### src/rtl/dmem_port_arbiter_pkg.sv
// Shared encodings for the data-memory port arbiter: FSM states, owners,
// memory size codes and the DMA legality check.
package dmem_port_arbiter_pkg;

  typedef enum logic [2:0] {
    IDLE      = 3'd0,
    ISSUE     = 3'd1,
    WAIT_BUSY = 3'd2,
    WAIT_DONE = 3'd3,
    RESP      = 3'd4
  } state_e;

  typedef enum logic {
    OWN_CPU = 1'b0,
    OWN_DMA = 1'b1
  } owner_e;

  // Size/sign codes understood by the data memory.
  localparam logic [3:0] SM_BYTE   = 4'b0000;
  localparam logic [3:0] SM_HALF   = 4'b0001;
  localparam logic [3:0] SM_WORD   = 4'b0010;
  localparam logic [3:0] SM_BYTE_U = 4'b0100;
  localparam logic [3:0] SM_HALF_U = 4'b0101;

  typedef struct packed {
    logic        we;
    logic [31:0] addr;
    logic [31:0] wdata;
    logic [3:0]  sign_mask;
  } cmd_t;

  function automatic logic dma_addr_ok(input logic [31:0] addr,
                                       input logic [3:0]  sign_mask,
                                       input logic [31:0] lo,
                                       input logic [31:0] hi);
    logic in_range, misaligned;
    in_range   = (addr >= lo) && (addr < hi);
    misaligned = (sign_mask == SM_WORD) && (addr[1:0] != 2'b00);
    return in_range && !misaligned;
  endfunction

endpackage

### src/rtl/dmem_rr_pick.sv
// CPU-priority picker; a saturating count of CPU wins over a waiting DMA
// forces one DMA win so the secondary port cannot starve.
module dmem_rr_pick #(
  parameter int STARVE_LIMIT = 4
) (
  input  logic clk_i,
  input  logic rst_i,
  input  logic arb_en_i,
  input  logic cpu_req_i,
  input  logic dma_req_i,
  output logic gnt_valid_o,
  output logic gnt_dma_o
);
  localparam int CW = $clog2(STARVE_LIMIT + 1);
  localparam logic [CW-1:0] LIM = CW'(STARVE_LIMIT);

  logic [CW-1:0] starve_cnt;

  always_comb begin
    gnt_valid_o = arb_en_i & (cpu_req_i | dma_req_i);
    gnt_dma_o   = arb_en_i & dma_req_i & (~cpu_req_i | (starve_cnt == LIM));
  end

  always_ff @(posedge clk_i) begin
    if (rst_i)                                        starve_cnt <= '0;
    else if (!dma_req_i)                              starve_cnt <= '0;
    else if (gnt_valid_o && gnt_dma_o)                starve_cnt <= '0;
    else if (gnt_valid_o && (starve_cnt != LIM))      starve_cnt <= starve_cnt + 1'b1;
  end

endmodule

### src/rtl/dmem_port_arbiter.sv
// Arbitrates the CPU load/store stage and a DMA/debug master onto the
// single-ported, stall-handshaked data memory.
module dmem_port_arbiter
  import dmem_port_arbiter_pkg::*;
#(
  parameter int          STARVE_LIMIT = 4,
  parameter int          BUSY_TIMEOUT = 8,
  parameter logic [31:0] DMA_ADDR_LO  = 32'h1000,
  parameter logic [31:0] DMA_ADDR_HI  = 32'h2000
) (
  input  logic        clk_i,
  input  logic        rst_i,
  input  logic        cpu_req_i,
  input  logic        cpu_we_i,
  input  logic [31:0] cpu_addr_i,
  input  logic [31:0] cpu_wdata_i,
  input  logic [3:0]  cpu_sign_mask_i,
  output logic [31:0] cpu_rdata_o,
  output logic        cpu_stall_o,
  input  logic        dma_req_i,
  input  logic        dma_we_i,
  input  logic [31:0] dma_addr_i,
  input  logic [31:0] dma_wdata_i,
  input  logic [3:0]  dma_sign_mask_i,
  output logic        dma_gnt_o,
  output logic        dma_done_o,
  output logic        dma_err_o,
  output logic [31:0] dma_rdata_o,
  output logic [31:0] mem_addr_o,
  output logic [31:0] mem_wdata_o,
  output logic        mem_w_ena_o,
  output logic        mem_r_ena_o,
  output logic [3:0]  mem_sign_mask_o,
  input  logic [31:0] mem_r_data_i,
  input  logic        mem_stall_i
);
  localparam int TW = $clog2(BUSY_TIMEOUT + 1);
  localparam logic [TW-1:0] TO_LAST = TW'(BUSY_TIMEOUT - 1);

  state_e        state;
  owner_e        owner;
  logic          cmd_we;
  logic          cpu_done;
  logic [TW-1:0] tcnt;
  logic          dma_req_eff;
  logic          gnt_valid, gnt_dma;
  cmd_t          win;

  assign cpu_stall_o = cpu_req_i & ~cpu_done & ~rst_i;
  // The DMA still holds its request during its own done cycle; hide it so
  // a range-error completion is not immediately re-granted.
  assign dma_req_eff = dma_req_i & ~dma_done_o;

  dmem_rr_pick #(.STARVE_LIMIT(STARVE_LIMIT)) u_pick (
    .clk_i       (clk_i),
    .rst_i       (rst_i),
    .arb_en_i    (state == IDLE),
    .cpu_req_i   (cpu_req_i),
    .dma_req_i   (dma_req_eff),
    .gnt_valid_o (gnt_valid),
    .gnt_dma_o   (gnt_dma)
  );

  always_comb begin
    win = gnt_dma ? cmd_t'{dma_we_i, dma_addr_i, dma_wdata_i, dma_sign_mask_i}
                  : cmd_t'{cpu_we_i, cpu_addr_i, cpu_wdata_i, cpu_sign_mask_i};
  end

  always_ff @(posedge clk_i) begin
    if (rst_i) begin
      state           <= IDLE;
      owner           <= OWN_CPU;
      cmd_we          <= 1'b0;
      cpu_done        <= 1'b0;
      tcnt            <= '0;
      mem_addr_o      <= '0;
      mem_wdata_o     <= '0;
      mem_sign_mask_o <= '0;
      mem_r_ena_o     <= 1'b0;
      mem_w_ena_o     <= 1'b0;
      cpu_rdata_o     <= '0;
      dma_rdata_o     <= '0;
      dma_gnt_o       <= 1'b0;
      dma_done_o      <= 1'b0;
      dma_err_o       <= 1'b0;
    end else begin
      mem_r_ena_o <= 1'b0;
      mem_w_ena_o <= 1'b0;
      dma_gnt_o   <= 1'b0;
      dma_done_o  <= 1'b0;
      dma_err_o   <= 1'b0;
      cpu_done    <= 1'b0;
      case (state)
        IDLE: begin
          if (gnt_valid) begin
            owner     <= gnt_dma ? OWN_DMA : OWN_CPU;
            dma_gnt_o <= gnt_dma;
            if (gnt_dma && !dma_addr_ok(dma_addr_i, dma_sign_mask_i, DMA_ADDR_LO, DMA_ADDR_HI)) begin
              dma_done_o <= 1'b1;
              dma_err_o  <= 1'b1;
            end else begin
              cmd_we          <= win.we;
              mem_addr_o      <= win.addr;
              mem_wdata_o     <= win.wdata;
              mem_sign_mask_o <= win.sign_mask;
              mem_r_ena_o     <= ~win.we;
              mem_w_ena_o     <= win.we;
              state           <= ISSUE;
            end
          end
        end
        ISSUE: begin
          tcnt  <= '0;
          state <= WAIT_BUSY;
        end
        WAIT_BUSY: begin
          if (mem_stall_i) begin
            state <= WAIT_DONE;
          end else if (tcnt == TO_LAST) begin
            state <= RESP;
            if (owner == OWN_DMA) begin
              dma_done_o <= 1'b1;
              dma_err_o  <= 1'b1;
            end else begin
              cpu_done <= 1'b1;
              if (!cmd_we) cpu_rdata_o <= '0;
            end
          end else begin
            tcnt <= tcnt + 1'b1;
          end
        end
        WAIT_DONE: begin
          if (!mem_stall_i) begin
            state <= RESP;
            if (owner == OWN_DMA) begin
              dma_done_o <= 1'b1;
              if (!cmd_we) dma_rdata_o <= mem_r_data_i;
            end else begin
              cpu_done <= 1'b1;
              if (!cmd_we) cpu_rdata_o <= mem_r_data_i;
            end
          end
        end
        RESP:    state <= IDLE;
        default: state <= IDLE;
      endcase
    end
  end

endmodule

### config.mk
export PLATFORM = sky130hd
export DESIGN_NAME = dmem_port_arbiter
export DESIGN_NICKNAME = d
export VERILOG_FILES = /design/src/rtl/dmem_port_arbiter_pkg.sv /design/src/rtl/dmem_rr_pick.sv /design/src/rtl/dmem_port_arbiter.sv
export SDC_FILE = /design/constraint.sdc
export NUM_CORES = 1
export LEC_CHECK = 0
export CORE_MARGIN = 10
export CORE_UTILIZATION = 39
export DETAILED_ROUTE_END_ITERATION = 8
export GPL_ROUTABILITY_DRIVEN = 1
export PLACE_DENSITY = 0.86
export SETUP_SLACK_MARGIN = 0.02
export SYNTH_ARGS = -nofsm -noshare
export SYNTH_HDL_FRONTEND = slang
export SYNTH_SLANG_ARGS = --single-unit
### constraint.sdc
create_clock -name clk_i -period 2.8 [get_ports clk_i]
set_input_delay 0.56 -clock clk_i [delete_from_list [all_inputs] [get_ports clk_i]]
set_output_delay 0.56 -clock clk_i [all_outputs]
set_load 0.01 [all_outputs]
# After elaboration in Yosys (flattened, before gate mapping)
# Index checks and enable logic that the tools add are counted.
[op_classes]
addsub = 2
order_cmp = 2
eq_ne = 18
n_mux = 32
bitwise = 19
n_reduce_logical = 21
[ops]
columns = ["op", "count"]
rows = [
  ["32-bit 2-to-1 mux", 7],
  ["69-bit 2-to-1 mux", 1],
  ["32-bit case mux with 2 select lines", 1],
  ["32-bit by 13-bit >= comparator with 1-bit output, second input constant", 1],
  ["32-bit by 14-bit < comparator with 1-bit output, second input constant", 1],
  ["2-bit != test, second input constant", 10],
  ["3-bit 2-to-1 mux", 5],
  ["3-bit case mux with 4 select lines", 1],
  ["1-bit 2-to-1 mux", 11],
  ["1-bit inverter", 11],
  ["4-bit 2-to-1 mux", 2],
  ["4-bit case mux with 2 select lines", 1],
  ["4-bit AND reduction", 2],
  ["8-bit AND reduction", 1],
  ["1-bit AND", 6],
  ["3-bit by 2-bit equality test with 1-bit output, second input constant", 2],
  ["1-bit logical AND", 6],
  ["3-bit != test, second input constant", 2],
  ["3-bit AND reduction", 2],
  ["2-bit nonzero test", 3],
  ["3-bit OR reduction", 2],
  ["4-bit by 1-bit adder with 4-bit output, second input constant", 1],
  ["4-bit by 2-bit equality test with 1-bit output, second input constant", 1],
  ["4-bit by 3-bit equality test with 1-bit output, second input constant", 1],
  ["other kinds (10)", 13],
]
[totals]
reg_bits = 150
input_bits = 175
output_inout_bits = 138
elab_cells = 110

# Logic depth before layout (Yosys ltp)
# Gate-level depths: netlist of the first run.
[depth]
ltp_word = 9
ltp_mapped = 9

# By module
# Synthesis of the first run repeated with hierarchy kept, for this count alone.
[hier_totals]
hier_cells = 686
hier_area_um2 = 6482.5
[modules_own_cells]
columns = ["module", "n_inst", "cells_each", "area_each_um2"]
rows = [
  ["dmem_port_arbiter", 1, 661, 6276.0],
  ["dmem_rr_pick", 1, 25, 206.4],
]

# Worst setup path before layout of the first run
# OpenSTA, ideal clock, no wires.
[synth_timing]
path_kind = "in2reg"
startpoint = "input port dma_addr_i[31]"
endpoint = "register mem_addr_o[0]"
setup_time_ps = 122
arrival_ps = 2090
required_time_ps = 2678
slack_ps = 588
path_stages = 7
path_buffers = 2
cell_sequence = "nor4_1 o211ai_2 nor2_1 o22ai_2 buf_2 buf_4 a221o_1"
[synth_via]
elab_chain_cells = 7
[synth_lines]
columns = ["element", "line", "rtl"]
rows = [
  ["start, declared", "dmem_port_arbiter.sv:22", "input logic [31:0] dma_addr_i,"],
  ["32-bit by 13-bit >= comparator with 1-bit output / 32-bit by 14-bit < comparator with 1-bit output (equally long branches)", "dmem_port_arbiter_pkg.sv:37", "in_range = (addr >= lo) && (addr < hi);"],
  ["1-bit logical AND (*)", "dmem_port_arbiter_pkg.sv:37", ""],
  ["1-bit logical AND (*)", "dmem_port_arbiter_pkg.sv:39", "return in_range && !misaligned;"],
  ["1-bit logical NOT (*)", "dmem_port_arbiter.sv:98", "if (gnt_dma && !dma_addr_ok(dma_addr_i, dma_sign_mask_i, DMA_ADDR_LO, DMA_ADDR_HI)) begin"],
  ["1-bit logical AND (*)", "dmem_port_arbiter.sv:98", ""],
  ["1-bit inverter (no source line) (*)", "--", ""],
  ["3-bit AND reduction (no source line) (*)", "--", ""],
  ["end signal, assigned", "dmem_port_arbiter.sv:103", "mem_addr_o <= win.addr;"],
  ["end, declared", "dmem_port_arbiter.sv:29", "output logic [31:0] mem_addr_o,"],
]
# Mark *: on every way between the ends. The rest lies on a longest branch, timed or not.
# A chain may end at the register's enable or synchronous reset.

# Worst setup path in the final report of the first run
[layout_timing]
startpoint = "input port cpu_req_i"
endpoint = "output port cpu_stall_o"
[layout_via]
elab_chain_cells = 2
[layout_lines]
columns = ["element", "line", "rtl"]
rows = [
  ["start, declared", "dmem_port_arbiter.sv:13", "input logic cpu_req_i,"],
  ["1-bit AND (2 in a row)", "dmem_port_arbiter.sv:49", "assign cpu_stall_o = cpu_req_i & ~cpu_done & ~rst_i;"],
  ["end, declared", "dmem_port_arbiter.sv:19", "output logic cpu_stall_o,"],
]
# Every way passes these cells.

==> impl_metrics.prom, run 1 <==
# TYPE chip_impl_metric gauge
chip_impl_metric{name="worst-r2r-setup-slack",unit="ns"} 0.39
chip_impl_metric{name="critPathArrivalTime",unit="ns"} 2.05
chip_impl_metric{name="irDropWorstVdd",unit="mV"} 0.450
chip_impl_metric{name="period_minus_slack",unit="ns"} 2.61
chip_impl_metric{name="drc",unit=""} 0
chip_impl_metric{name="setup_slack",unit="ns"} 0.191
chip_impl_metric{name="routed_wirelength",unit="mm"} 22.1
chip_impl_metric{name="crit_fanout",unit=""} 3
chip_impl_metric{name="max_slew_margin",unit=""} 0.351
chip_impl_metric{name="global_placer_s_final_weighted_congestion",unit=""} 0.904
chip_impl_metric{name="fin_crit_sh",unit=""} 0.932
chip_impl_info{name="worstSetupEndpointType",value="output port"} 1
chip_impl_metric{name="placement.cell_area",unit="um2"} 8970
chip_impl_metric{name="grt_antenna_before_repair",unit=""} 0
chip_impl_metric{name="placement.io_buffers",unit=""} 312
chip_impl_metric{name="timing.critical_path.required",unit="ns"} 2.24
chip_impl_metric{name="number_of_unique_standard_cell_types_used_by_synthesis",unit=""} 51
chip_impl_metric{name="syn-num-nets",unit=""} 755
chip_impl_metric{name="diodes",unit=""} 0
chip_impl_metric{name="flow.area_growth_from_synthesis",unit="%"} 70.7
chip_impl_metric{name="placementRows",unit=""} 43
chip_impl_info{name="critical_path_class",value="input pin to output port"} 1
chip_impl_metric{name="timing_worst_slew_pin_value",unit="ns"} 0.968
chip_impl_metric{name="post_synth.cell_area_avg",unit="um2"} 9.71
chip_impl_metric{name="max_cap_viol_count",unit=""} 0
chip_impl_info{name="worstHoldStart",value="dma_rdata_o[31]$_SDFFE_PP0P_"} 1
chip_impl_metric{name="skew",unit="ns"} 0.00855
chip_impl_metric{name="cts-root-to-sink-buffers",unit=""} 2
chip_impl_info{name="synthFlopType",value="dfxtp_1"} 1
chip_impl_metric{name="total_grt_usage",unit=""} 0.216
chip_impl_metric{name="gr_ovfl_total",unit=""} 0
chip_impl_info{name="worst_path_dominant_cell_family",value="buffers and inverters"} 1
chip_impl_info{name="clock_tree_from_tritoncts",value="done"} 1
chip_impl_metric{name="finalInstanceArea",unit="um2"} 9570
chip_impl_metric{name="async_flop_share",unit=""} 0
chip_impl_metric{name="worst_skew_pair.late_latency",unit="ns"} 0.42
chip_impl_metric{name="floorplan.die.width",unit="um"} 140
chip_impl_metric{name="clkTransAtPathRegs",unit="ns"} 0.06
chip_impl_metric{name="final_layout_size_suffix_gt1_frac",unit=""} 0.0786
chip_impl_metric{name="io_pins",unit=""} 313
chip_impl_info{name="critical-path-slowest-cell",value="clkdlybuf4s50_1"} 1
chip_impl_info{name="most-common-layout-cells",value="311 x clkdlybuf4s50_1, 150 x dfxtp_1, 91 x nand2_1, 58 x a21oi_1, 48 x a221o_1"} 1
chip_impl_metric{name="number_of_enable_flip_flop_cells_after_synthesis",unit=""} 0
chip_impl_info{name="reg2reg_to",value="mem_wdata_o[17]$_SDFFE_PP0P_"} 1
chip_impl_metric{name="design.die.area",unit="um2"} 19600
chip_impl_metric{name="detailroute.via_count",unit=""} 5531
chip_impl_info{name="most_prevalent_standard_cell_on_the_critical_path",value="clkdlybuf4s50_1"} 1
chip_impl_metric{name="p_per_area",unit="nW/um2"} 708
chip_impl_metric{name="clock.fmax",unit="GHz"} 0.383
chip_impl_metric{name="dp_slack",unit="ns"} -0.101
chip_impl_info{name="post_synth_main_area_contributors",value="dfxtp_1 54%, a221o_1 8.6%, nand2_1 6.1%"} 1
chip_impl_metric{name="yosys_register_bits",unit=""} 150
chip_impl_metric{name="fin_cells",unit=""} 1083
chip_impl_metric{name="die_y",unit="um"} 140
chip_impl_metric{name="dp_hpwl",unit="mm"} 16.7
chip_impl_metric{name="setup_violations",unit=""} 0
chip_impl_metric{name="initial_core_util",unit=""} 0.401
chip_impl_info{name="hold_end",value="dma_rdata_o[31]$_SDFFE_PP0P_"} 1
chip_impl_metric{name="timing.hold.worst_path_depth",unit=""} 2
chip_impl_metric{name="delay_of_the_slowest_critical_path_stage",unit="ns"} 0.61
chip_impl_metric{name="cts_buffers",unit=""} 17
chip_impl_metric{name="finalCoreUtilization",unit=""} 0.684
chip_impl_metric{name="ctsResizeCount",unit=""} 0
chip_impl_metric{name="timing.reg2reg.worst_path_depth",unit=""} 6
chip_impl_metric{name="postCtsSetupRepairBufs",unit=""} 0
chip_impl_metric{name="ant_nets",unit=""} 0
chip_impl_metric{name="grt_pass1_vias",unit=""} 5666
chip_impl_metric{name="power_leakage",unit="nW"} 3.55
chip_impl_info{name="outcome",value="finished clean"} 1
chip_impl_metric{name="syn_inst",unit=""} 577
chip_impl_metric{name="via_per_inst",unit=""} 5.11
chip_impl_metric{name="design.core.area",unit="um2"} 14000
chip_impl_metric{name="grt_first_pass_wirelength",unit="mm"} 33.6
chip_impl_metric{name="first_iter_violations",unit=""} 301
chip_impl_metric{name="p_total",unit="mW"} 6.78
chip_impl_metric{name="cp_num_buf_inv",unit=""} 4
chip_impl_info{name="most_common_cell_after_layout_fill_and_taps_aside",value="clkdlybuf4s50_1"} 1
chip_impl_metric{name="clock_sinks",unit=""} 150
chip_impl_metric{name="synth_sequential_area_ratio",unit=""} 0.536
chip_impl_metric{name="synth.cell_area",unit="um2"} 5610
chip_impl_metric{name="grt_start_max_net_pins",unit=""} 55
chip_impl_metric{name="synth_top_cell_area_share",unit=""} 0.536
chip_impl_info{name="clock-root-buffer",value="clkbuf_16"} 1
chip_impl_metric{name="routedWlPerCell",unit="um"} 20.4
chip_impl_metric{name="finalNetCount",unit=""} 1068
chip_impl_metric{name="report.final.hold_viol_count",unit=""} 0
chip_impl_metric{name="timing.final.max_slew_violations",unit=""} 0
chip_impl_metric{name="first_pass_drt_iterations",unit=""} 7
chip_impl_info{name="grt_setup_unrepaired",value="false"} 1
chip_impl_metric{name="cts-htree-levels",unit=""} 4
chip_impl_info{name="synthDominantAreaCellType",value="dfxtp_1"} 1
chip_impl_metric{name="dpl.cell_count",unit=""} 1050
chip_impl_info{name="timing.hold.worst.class",value="register to register"} 1
chip_impl_info{name="worst_r2r_startpoint",value="state[0]$_SDFFE_PP0P_"} 1
chip_impl_metric{name="critical_path_cell_count",unit=""} 5
chip_impl_info{name="setup.worst_path.start_class",value="input pin"} 1
chip_impl_metric{name="synth.yosys.warnings",unit=""} 0
chip_impl_info{name="crit_chain",value="clkdlybuf4s50_1 -> inv_1 -> buf_4 -> nor3_1 -> clkdlybuf4s50_1"} 1
chip_impl_metric{name="post_cts_hold_buffer_count",unit=""} 0
-- cell usage after synthesis (2+ instances only) --
| master | n |
|---|---|
| buf_4 | 4 |
| nand2_1 | 91 |
| inv_1 | 5 |
| a221o_1 | 48 |
| dfxtp_1 | 150 |
| nor4_1 | 8 |
| a22o_1 | 33 |
| nor3_2 | 2 |
| a21oi_1 | 59 |
| and3_1 | 2 |
| clkbuf_1 | 25 |
| nand2b_1 | 2 |
| buf_2 | 8 |
| buf_6 | 4 |
| ha_1 | 3 |
| xor2_1 | 2 |
| nor4b_1 | 2 |
| nor2b_1 | 3 |
| and2_0 | 32 |
| and2_1 | 17 |
| nand3_1 | 3 |
| nor2_1 | 19 |
| a21o_1 | 2 |
| nor3_1 | 5 |
| nor3b_1 | 2 |
| o21ai_0 | 21 |
-- sequential cells by signal, indices dropped and copies added, names as in the netlist --
register           cells
mem_addr_o            32
dma_gnt_o              1
tcnt                   4
mem_r_ena_o            1
owner                  1
cmd_we                 1
dma_done_o             1
cpu_done               1
mem_w_ena_o            1
mem_wdata_o           32
cpu_rdata_o           32
dma_err_o              1
u_pick.starve_cnt      3
dma_rdata_o           32
state                  3
mem_sign_mask_o        4
-- how the worst max path moves through the flow --
stage | slack [ns] | to | start
floorplan | 0.59 | mem_addr_o[0]$_SDFFE_PP0P_ | dma_addr_i[31]
global placement | -0.03 | mem_wdata_o[19]$_SDFFE_PP0P_ | dma_addr_i[31]
detailed placement | -0.10 | mem_wdata_o[17]$_SDFFE_PP0P_ | dma_addr_i[26]
CTS | 0.18 | cpu_stall_o | cpu_req_i
global route | 0.11 | mem_wdata_o[17]$_SDFFE_PP0P_ | dma_addr_i[26]
finish | 0.19 | cpu_stall_o | cpu_req_i
-- per-layer routing --
layer | part of all wire | wire length (um) | track usage
met1 | 0.39 | 8580 | 0.240
met2 | 0.50 | 11100 | 0.360
met3 | 0.089 | 1960 | 0.0956
met4 | 0.020 | 452 | 0.0723
met5 | 0 | 0 | 0
-- stage by stage --
step,TNS [ns],hold WS (ns)
after floorplan,0,0.436
after global placement,-1.01,0.440
after detailed placement,-2.82,0.446
after CTS,0,0.428
after global routing,0,0.469
final,0,0.453
-- logic make-up (layout without fill, tap and decap cells) --
logic type                 after synthesis  in the layout  share of synthesized area
and+or+nand+nor                        196            197                      0.174
AOI/OAI and AO/OA                      177            177                      0.236
DFF                                    150            150                      0.536
buffers and inverters                   47            372                     0.0413
adders and majority gates                3              3                    0.00670
xor gates and xnor gates                 3              3                    0.00469
muxes                                    1              1                    0.00179
-- final cells by class --
cell class | instances | area, um2
clock buffers | 19 | 453
clock inverters | 13 | 139
fillers | 1047 | 4420
inverters | 5 | 18.8
multi-input cells | 381 | 2420
flip-flops and latches | 150 | 3000
well taps | 180 | 225
repair buffers | 335 | 3320
-- worst reg2reg max path: cells and delay by family (launching register included) --
family	cells	cell delay [ns]
buffers and inverters	1	0.28
AOI/OAI and AO/OA	2	0.38
DFF	1	0.38
and+or+nand+nor	3	1.31
-- report_power, final --
part / internal [mW] / leakage [nW] / total (mW) / switching [mW]
sequential: 2.43 / 1.22 / 2.60 / 0.174
clock: 1.30 / 0.289 / 2.27 / 0.970
combinational: 1.05 / 2.04 / 1.90 / 0.858
Power figures use the tool's default switching activity.
==> run 2, diff against run 1 <==
- CORE_UTILIZATION: 39 -> 25
- GPL_TIMING_DRIVEN: default -> 0
- PLACE_DENSITY: 0.86 -> 0.61
==> run 2 against run 1 <==
Net effect: clock skew up 0.0053 ns; clock power is 4% higher; routed wire length is 4.0% higher; cell count grew 11%; flip-flop and latch count unchanged; setup slack got worse by 0.064 ns; critical path depth grew 3; critical path type is now input pin to register; largest cell class unchanged.
==> impl_metrics.prom, run 2 (synthesis results as in run 1) <==
# TYPE chip_impl_metric gauge
chip_impl_info{name="outcome",value="finished clean"} 1
chip_impl_metric{name="cts-htree-levels",unit=""} 4
chip_impl_metric{name="drc",unit=""} 0
chip_impl_info{name="grt_setup_unrepaired",value="false"} 1
chip_impl_metric{name="power_leakage",unit="nW"} 3.52
chip_impl_info{name="worst_r2r_startpoint",value="tcnt[0]$_SDFFE_PP0P_"} 1
chip_impl_info{name="worst_path_dominant_cell_family",value="buffers and inverters"} 1
chip_impl_info{name="crit_path_start",value="dma_addr_i[31]"} 1
chip_impl_metric{name="post_cts_hold_buffer_count",unit=""} 0
chip_impl_metric{name="irDropWorstVdd",unit="mV"} 0.299
chip_impl_metric{name="setup_violations",unit=""} 0
chip_impl_metric{name="cts_buffers",unit=""} 17
chip_impl_info{name="crit_chain",value="clkdlybuf4s50_1 -> nor4_1 -> o211ai_2 -> nor2_1 -> o22ai_2 -> buf_2 -> buf_4 -> a221o_1"} 1
chip_impl_metric{name="max_cap_viol_count",unit=""} 0
chip_impl_metric{name="first_iter_violations",unit=""} 289
chip_impl_metric{name="grt_start_max_net_pins",unit=""} 18
chip_impl_metric{name="cp_num_buf_inv",unit=""} 3
chip_impl_metric{name="finalInstanceArea",unit="um2"} 9690
chip_impl_info{name="critical_path_class",value="input pin to register"} 1
chip_impl_metric{name="worst_skew_pair.late_latency",unit="ns"} 0.42
chip_impl_metric{name="dp_hpwl",unit="mm"} 18.0
chip_impl_metric{name="diodes",unit=""} 0
chip_impl_metric{name="cts-root-to-sink-buffers",unit=""} 2
chip_impl_metric{name="timing.critical_path.required",unit="ns"} 3.11
chip_impl_metric{name="design.die.area",unit="um2"} 28800
chip_impl_metric{name="period_minus_slack",unit="ns"} 2.67
chip_impl_metric{name="finalNetCount",unit=""} 1085
chip_impl_metric{name="via_per_inst",unit=""} 4.61
chip_impl_metric{name="flow.area_growth_from_synthesis",unit="%"} 72.9
chip_impl_metric{name="delay_of_the_slowest_critical_path_stage",unit="ns"} 0.51
chip_impl_metric{name="die_y",unit="um"} 170
chip_impl_metric{name="global_placer_s_final_weighted_congestion",unit=""} 0.809
chip_impl_metric{name="clock.fmax",unit="GHz"} 0.374
chip_impl_metric{name="timing_worst_slew_pin_value",unit="ns"} 0.920
chip_impl_info{name="most_common_cell_after_layout_fill_and_taps_aside",value="clkdlybuf4s50_1"} 1
chip_impl_metric{name="detailroute.via_count",unit=""} 5533
chip_impl_metric{name="ant_nets",unit=""} 0
chip_impl_info{name="worstSetupEndpointType",value="register"} 1
chip_impl_metric{name="p_total",unit="mW"} 6.85
chip_impl_metric{name="placement.cell_area",unit="um2"} 9070
chip_impl_metric{name="grt_pass1_vias",unit=""} 5549
chip_impl_metric{name="total_grt_usage",unit=""} 0.152
chip_impl_info{name="critical-path-slowest-cell",value="nor4_1"} 1
chip_impl_metric{name="timing.reg2reg.worst_path_depth",unit=""} 7
chip_impl_metric{name="routedWlPerCell",unit="um"} 19.1
chip_impl_metric{name="floorplan.die.width",unit="um"} 170
chip_impl_metric{name="io_pins",unit=""} 313
chip_impl_metric{name="fin_worst_hold_slack",unit="ns"} 0.456
chip_impl_metric{name="routed_wirelength",unit="mm"} 22.9
chip_impl_metric{name="final_layout_size_suffix_gt1_frac",unit=""} 0.0663
chip_impl_metric{name="critical_path_cell_count",unit=""} 8
chip_impl_metric{name="max_slew_margin",unit=""} 0.381
chip_impl_metric{name="design.core.area",unit="um2"} 22000
chip_impl_metric{name="gr_ovfl_total",unit=""} 0
chip_impl_metric{name="grt_first_pass_wirelength",unit="mm"} 33.9
chip_impl_info{name="most-common-layout-cells",value="311 x clkdlybuf4s50_1, 150 x dfxtp_1, 91 x nand2_1, 59 x a21oi_1, 48 x a221o_1"} 1
chip_impl_metric{name="initial_core_util",unit=""} 0.255
chip_impl_metric{name="grt_antenna_before_repair",unit=""} 0
chip_impl_metric{name="first_pass_drt_iterations",unit=""} 4
chip_impl_metric{name="placement.io_buffers",unit=""} 311
chip_impl_info{name="reg2reg_to",value="cpu_rdata_o[8]$_SDFFE_PP0P_"} 1
chip_impl_metric{name="timing.final.max_slew_violations",unit=""} 0
chip_impl_metric{name="report.final.hold_viol_count",unit=""} 0
chip_impl_metric{name="skew",unit="ns"} 0.0139
chip_impl_metric{name="clkTransAtPathRegs",unit="ns"} 0.07
chip_impl_info{name="timing.hold.worst.class",value="register to register"} 1
chip_impl_metric{name="clock_sinks",unit=""} 150
chip_impl_metric{name="worst-r2r-setup-slack",unit="ns"} 0.46
chip_impl_metric{name="placementRows",unit=""} 54
chip_impl_metric{name="fin_crit_sh",unit=""} 0.955
chip_impl_metric{name="finalCoreUtilization",unit=""} 0.441
chip_impl_info{name="setup.worst_path.start_class",value="input pin"} 1
chip_impl_info{name="clock_tree_from_tritoncts",value="done"} 1
chip_impl_info{name="worstSetupEndpoint",value="mem_wdata_o[28]$_SDFFE_PP0P_"} 1
chip_impl_metric{name="crit_fanout",unit=""} 10
chip_impl_metric{name="p_per_area",unit="nW/um2"} 707
chip_impl_info{name="clock-root-buffer",value="clkbuf_16"} 1
chip_impl_metric{name="critPathArrivalTime",unit="ns"} 2.98
[run 2: cell types whose count changed in the layout (fill, tap and decap cells not counted), moves of 2 or more]
cell and delta:
buf_2 +7, clkbuf_8 -2, buf_6 +4, clkinv_4 -5, nor3_4 -2, buf_4 -17, clkinv_8 +3, clkbuf_1 +25
buf_12 -2, inv_8 +2
[run 2: layout make-up]
type	count	area [um2]
plain buffers	42	213
clock buffers	17	425
clock inverters	15	183
fillers	2147	12300
inverters	5	18.8
multi-input cells	380	2380
flip-flops and latches	150	3000
well taps	280	350
repair buffers	311	3110
[run 2: through the flow]
step / TNS, ns / worst slack [ns] / instances
floorplan: 0 / 0.588 / 577
global placement: -13.96 / -0.442 / 1168
detailed placement: -14.33 / -0.449 / 1168
CTS: 0 / 0.0827 / 1200
global route: 0 / 0.0314 / 1200
finish: 0 / 0.127 / 1200
[run 2: power breakdown]
group | switching [mW] | total [mW] | internal [mW]
Clock | 1.09 | 2.37 | 1.29
Combinational | 0.865 | 1.90 | 1.04
Sequential | 0.149 | 2.57 | 2.42
Total | 2.10 | 6.85 | 4.75
[run 2: worst min path at each step]
stage | startpoint | cells past startpoint | slack (ns) | end
2_1_floorplan | u_pick.starve_cnt[2]$_SDFFE_PP0P_ | 1 | 0.44 | u_pick.starve_cnt[2]$_SDFFE_PP0P_
3_3_place_gp | dma_rdata_o[13]$_SDFFE_PP0P_ | 2 | 0.44 | dma_rdata_o[13]$_SDFFE_PP0P_
3_5_place_dp | dma_rdata_o[16]$_SDFFE_PP0P_ | 2 | 0.45 | dma_rdata_o[16]$_SDFFE_PP0P_
4_1_cts | dma_rdata_o[16]$_SDFFE_PP0P_ | 2 | 0.46 | dma_rdata_o[16]$_SDFFE_PP0P_
5_1_grt | dma_rdata_o[3]$_SDFFE_PP0P_ | 2 | 0.47 | dma_rdata_o[3]$_SDFFE_PP0P_
6_report | dma_rdata_o[19]$_SDFFE_PP0P_ | 2 | 0.46 | dma_rdata_o[19]$_SDFFE_PP0P_
[run 2: worst min-delay path, cell delays in order, from the launching register on]
cell and delay, ns:
dfxtp_1 0.31, nand2_1 0.05, a21oi_1 0.05
[run 2: repair_timing]
| item | CTS | global route |
|---|---|---|
| setup endpoints to repair | 10 | 10 |
| buffers inserted | 0 | 0 |
| resized for setup | 1 | 1 |
| cloned | 0 | 0 |
[run 2: per-layer routing]
layer,share of wire,GRT usage,routed length (um)
met4,0.0068,0.0320,157
met1,0.42,0.177,9580
met5,0,0,0
met2,0.50,0.265,11400
met3,0.078,0.0521,1780
==> run 3, diff against run 2 <==
- CORE_ASPECT_RATIO: default -> 0.5
- CTS_BUF_LIST: default -> sky130_fd_sc_hd__clkbuf_8
==> run 3 against run 2 <==
Net effect: design area decreased by 2.2%; maximum frequency decreased by 1.2%; sequential power about the same; clock skew decreased by 0.0019 ns; non-clock buffer count unchanged; largest power group unchanged; highest routed layer unchanged.
==> impl_metrics.prom, run 3 (synthesis results as in run 1) <==
# TYPE chip_impl_metric gauge
chip_impl_info{name="outcome",value="finished clean"} 1
chip_impl_metric{name="fin_worst_hold_slack",unit="ns"} 0.456
chip_impl_metric{name="worst_skew_pair.late_latency",unit="ns"} 0.47
chip_impl_metric{name="setup_violations",unit=""} 0
chip_impl_metric{name="grt_start_max_net_pins",unit=""} 17
chip_impl_metric{name="grt_antenna_before_repair",unit=""} 0
chip_impl_metric{name="initial_core_util",unit=""} 0.256
chip_impl_metric{name="first_iter_violations",unit=""} 354
chip_impl_metric{name="cts-root-to-sink-buffers",unit=""} 2
chip_impl_metric{name="io_pins",unit=""} 313
chip_impl_metric{name="finalNetCount",unit=""} 1085
chip_impl_metric{name="period_minus_slack",unit="ns"} 2.70
chip_impl_metric{name="setup_total_negative_slack",unit="ns"} 0
chip_impl_metric{name="first_pass_drt_iterations",unit=""} 4
chip_impl_metric{name="die_y",unit="um"} 126
chip_impl_metric{name="placementRows",unit=""} 38
chip_impl_metric{name="design.core.area",unit="um2"} 21900
chip_impl_metric{name="clock_sinks",unit=""} 150
chip_impl_metric{name="dp_slack",unit="ns"} -0.281
chip_impl_metric{name="postCtsSetupRepairBufs",unit=""} 0
chip_impl_metric{name="cts-htree-levels",unit=""} 4
chip_impl_metric{name="crit_fanout",unit=""} 4
chip_impl_metric{name="grt_pass1_vias",unit=""} 5707
chip_impl_info{name="clock_tree_from_tritoncts",value="done"} 1
chip_impl_metric{name="detailroute.via_count",unit=""} 5578
chip_impl_metric{name="grt_first_pass_wirelength",unit="mm"} 34.6
chip_impl_metric{name="drc",unit=""} 0
chip_impl_metric{name="ctsResizeCount",unit=""} 0
chip_impl_metric{name="final_layout_size_suffix_gt1_frac",unit=""} 0.0641
chip_impl_info{name="most-common-layout-cells",value="311 x clkdlybuf4s50_1, 150 x dfxtp_1, 91 x nand2_1, 59 x a21oi_1, 48 x a221o_1"} 1
chip_impl_info{name="clock-root-buffer",value="clkbuf_8"} 1
chip_impl_metric{name="total_grt_usage",unit=""} 0.152
chip_impl_metric{name="flow.area_growth_from_synthesis",unit="%"} 69.0
chip_impl_metric{name="fin_crit_sh",unit=""} 0.966
chip_impl_metric{name="dpl.cell_count",unit=""} 1188
chip_impl_metric{name="diodes",unit=""} 0
chip_impl_metric{name="placement.io_buffers",unit=""} 311
chip_impl_metric{name="report.final.hold_viol_count",unit=""} 0
chip_impl_info{name="timing.hold.worst.class",value="register to register"} 1
chip_impl_metric{name="timing.final.max_slew_violations",unit=""} 0
chip_impl_metric{name="cts_buffers",unit=""} 17
chip_impl_metric{name="fin_cells",unit=""} 1220
chip_impl_metric{name="max_cap_viol_count",unit=""} 0
chip_impl_metric{name="power_leakage",unit="nW"} 3.43
chip_impl_metric{name="routed_wirelength",unit="mm"} 22.8
chip_impl_metric{name="post_cts_hold_buffer_count",unit=""} 0
chip_impl_metric{name="via_per_inst",unit=""} 4.57
chip_impl_info{name="setup.worst_path.start_class",value="input pin"} 1
chip_impl_metric{name="floorplan.die.width",unit="um"} 232
chip_impl_metric{name="p_per_area",unit="nW/um2"} 648
chip_impl_info{name="critical_path_class",value="input pin to output port"} 1
chip_impl_metric{name="global_placer_s_final_weighted_congestion",unit=""} 0.773
chip_impl_metric{name="timing.critical_path.required",unit="ns"} 2.24
chip_impl_metric{name="clock.fmax",unit="GHz"} 0.370
chip_impl_metric{name="irDropWorstVdd",unit="mV"} 0.220
chip_impl_metric{name="timing_worst_slew_pin_value",unit="ns"} 0.993
chip_impl_metric{name="num-fill-cells",unit=""} 2123
chip_impl_metric{name="critPathArrivalTime",unit="ns"} 2.14
chip_impl_info{name="most_common_cell_after_layout_fill_and_taps_aside",value="clkdlybuf4s50_1"} 1
chip_impl_info{name="grt_setup_unrepaired",value="false"} 1
chip_impl_metric{name="dp_hpwl",unit="mm"} 18.1
chip_impl_metric{name="setup_slack",unit="ns"} 0.0953
chip_impl_metric{name="skew",unit="ns"} 0.0119
chip_impl_metric{name="clkTransAtPathRegs",unit="ns"} 0.09
chip_impl_metric{name="ant_nets",unit=""} 0
chip_impl_metric{name="routedWlPerCell",unit="um"} 18.7
chip_impl_metric{name="gr_ovfl_total",unit=""} 0
chip_impl_metric{name="design.die.area",unit="um2"} 29200
chip_impl_metric{name="max_slew_margin",unit=""} 0.332
chip_impl_info{name="worstSetupEndpointType",value="output port"} 1
[run 3: changes by cell type in the layout (fill, tap and decap cells not counted), sizes merged]
cell / before / now
clkinvlp: 2 / 1
inv: 14 / 12
clkinv: 3 / 6
[run 3: per-layer routing]
layer	vias to the layer above	share of wire	wire, um	track usage
met5	-	0	0	0
met4	0	0.012	285	0.0485
met3	12	0.056	1270	0.0457
met2	139	0.54	12200	0.278
met1	2680	0.40	9050	0.165
li1	2747	-	-	-
[run 3: path summary, 6_finish.rpt]
path | from | to | slack, ns | cells past startpoint
max | cpu_req_i | cpu_stall_o | 0.1 | 4
min | dma_rdata_o[30]$_SDFFE_PP0P_ | dma_rdata_o[30]$_SDFFE_PP0P_ | 0.46 | 2
max reg2reg | tcnt[0]$_SDFFE_PP0P_ | cpu_rdata_o[23]$_SDFFE_PP0P_ | 0.41 | 7
min reg2reg | dma_rdata_o[30]$_SDFFE_PP0P_ | dma_rdata_o[30]$_SDFFE_PP0P_ | 0.46 | 2
[run 3: cell type report]
class                   instances  area [um2]  area share
clock buffers                  17         234      0.0247
clock inverters                15         145      0.0153
multi-input cells             380        2370       0.250
inverters                       5        18.8     0.00198
plain buffers                  42         213      0.0225
flip-flops and latches        150        3000       0.317
well taps                     300         375      0.0396
repair buffers                311        3110       0.329
[run 3: through the flow]
step	power, mW	instance area, um2	util
detailed placement	4.55	9090	0.416
CTS	6.24	9470	0.433
finish	6.14	9470	0.433
floorplan	3.48	5610	-
global route	6.49	9470	0.433
global placement	4.52	9090	0.416
[run 3: where the power goes]
| part | internal, mW | total, mW | switching, mW |
|---|---|---|---|
| Combinational | 1.04 | 1.90 | 0.867 |
| Sequential | 2.42 | 2.58 | 0.155 |
| Clock | 0.726 | 1.65 | 0.927 |
[run 3: critical path, cell delays in order]
cell and delay, ns:
clkdlybuf4s50_1 0.58, inv_1 0.13, nor3_1 0.28, clkdlybuf4s50_1 0.60
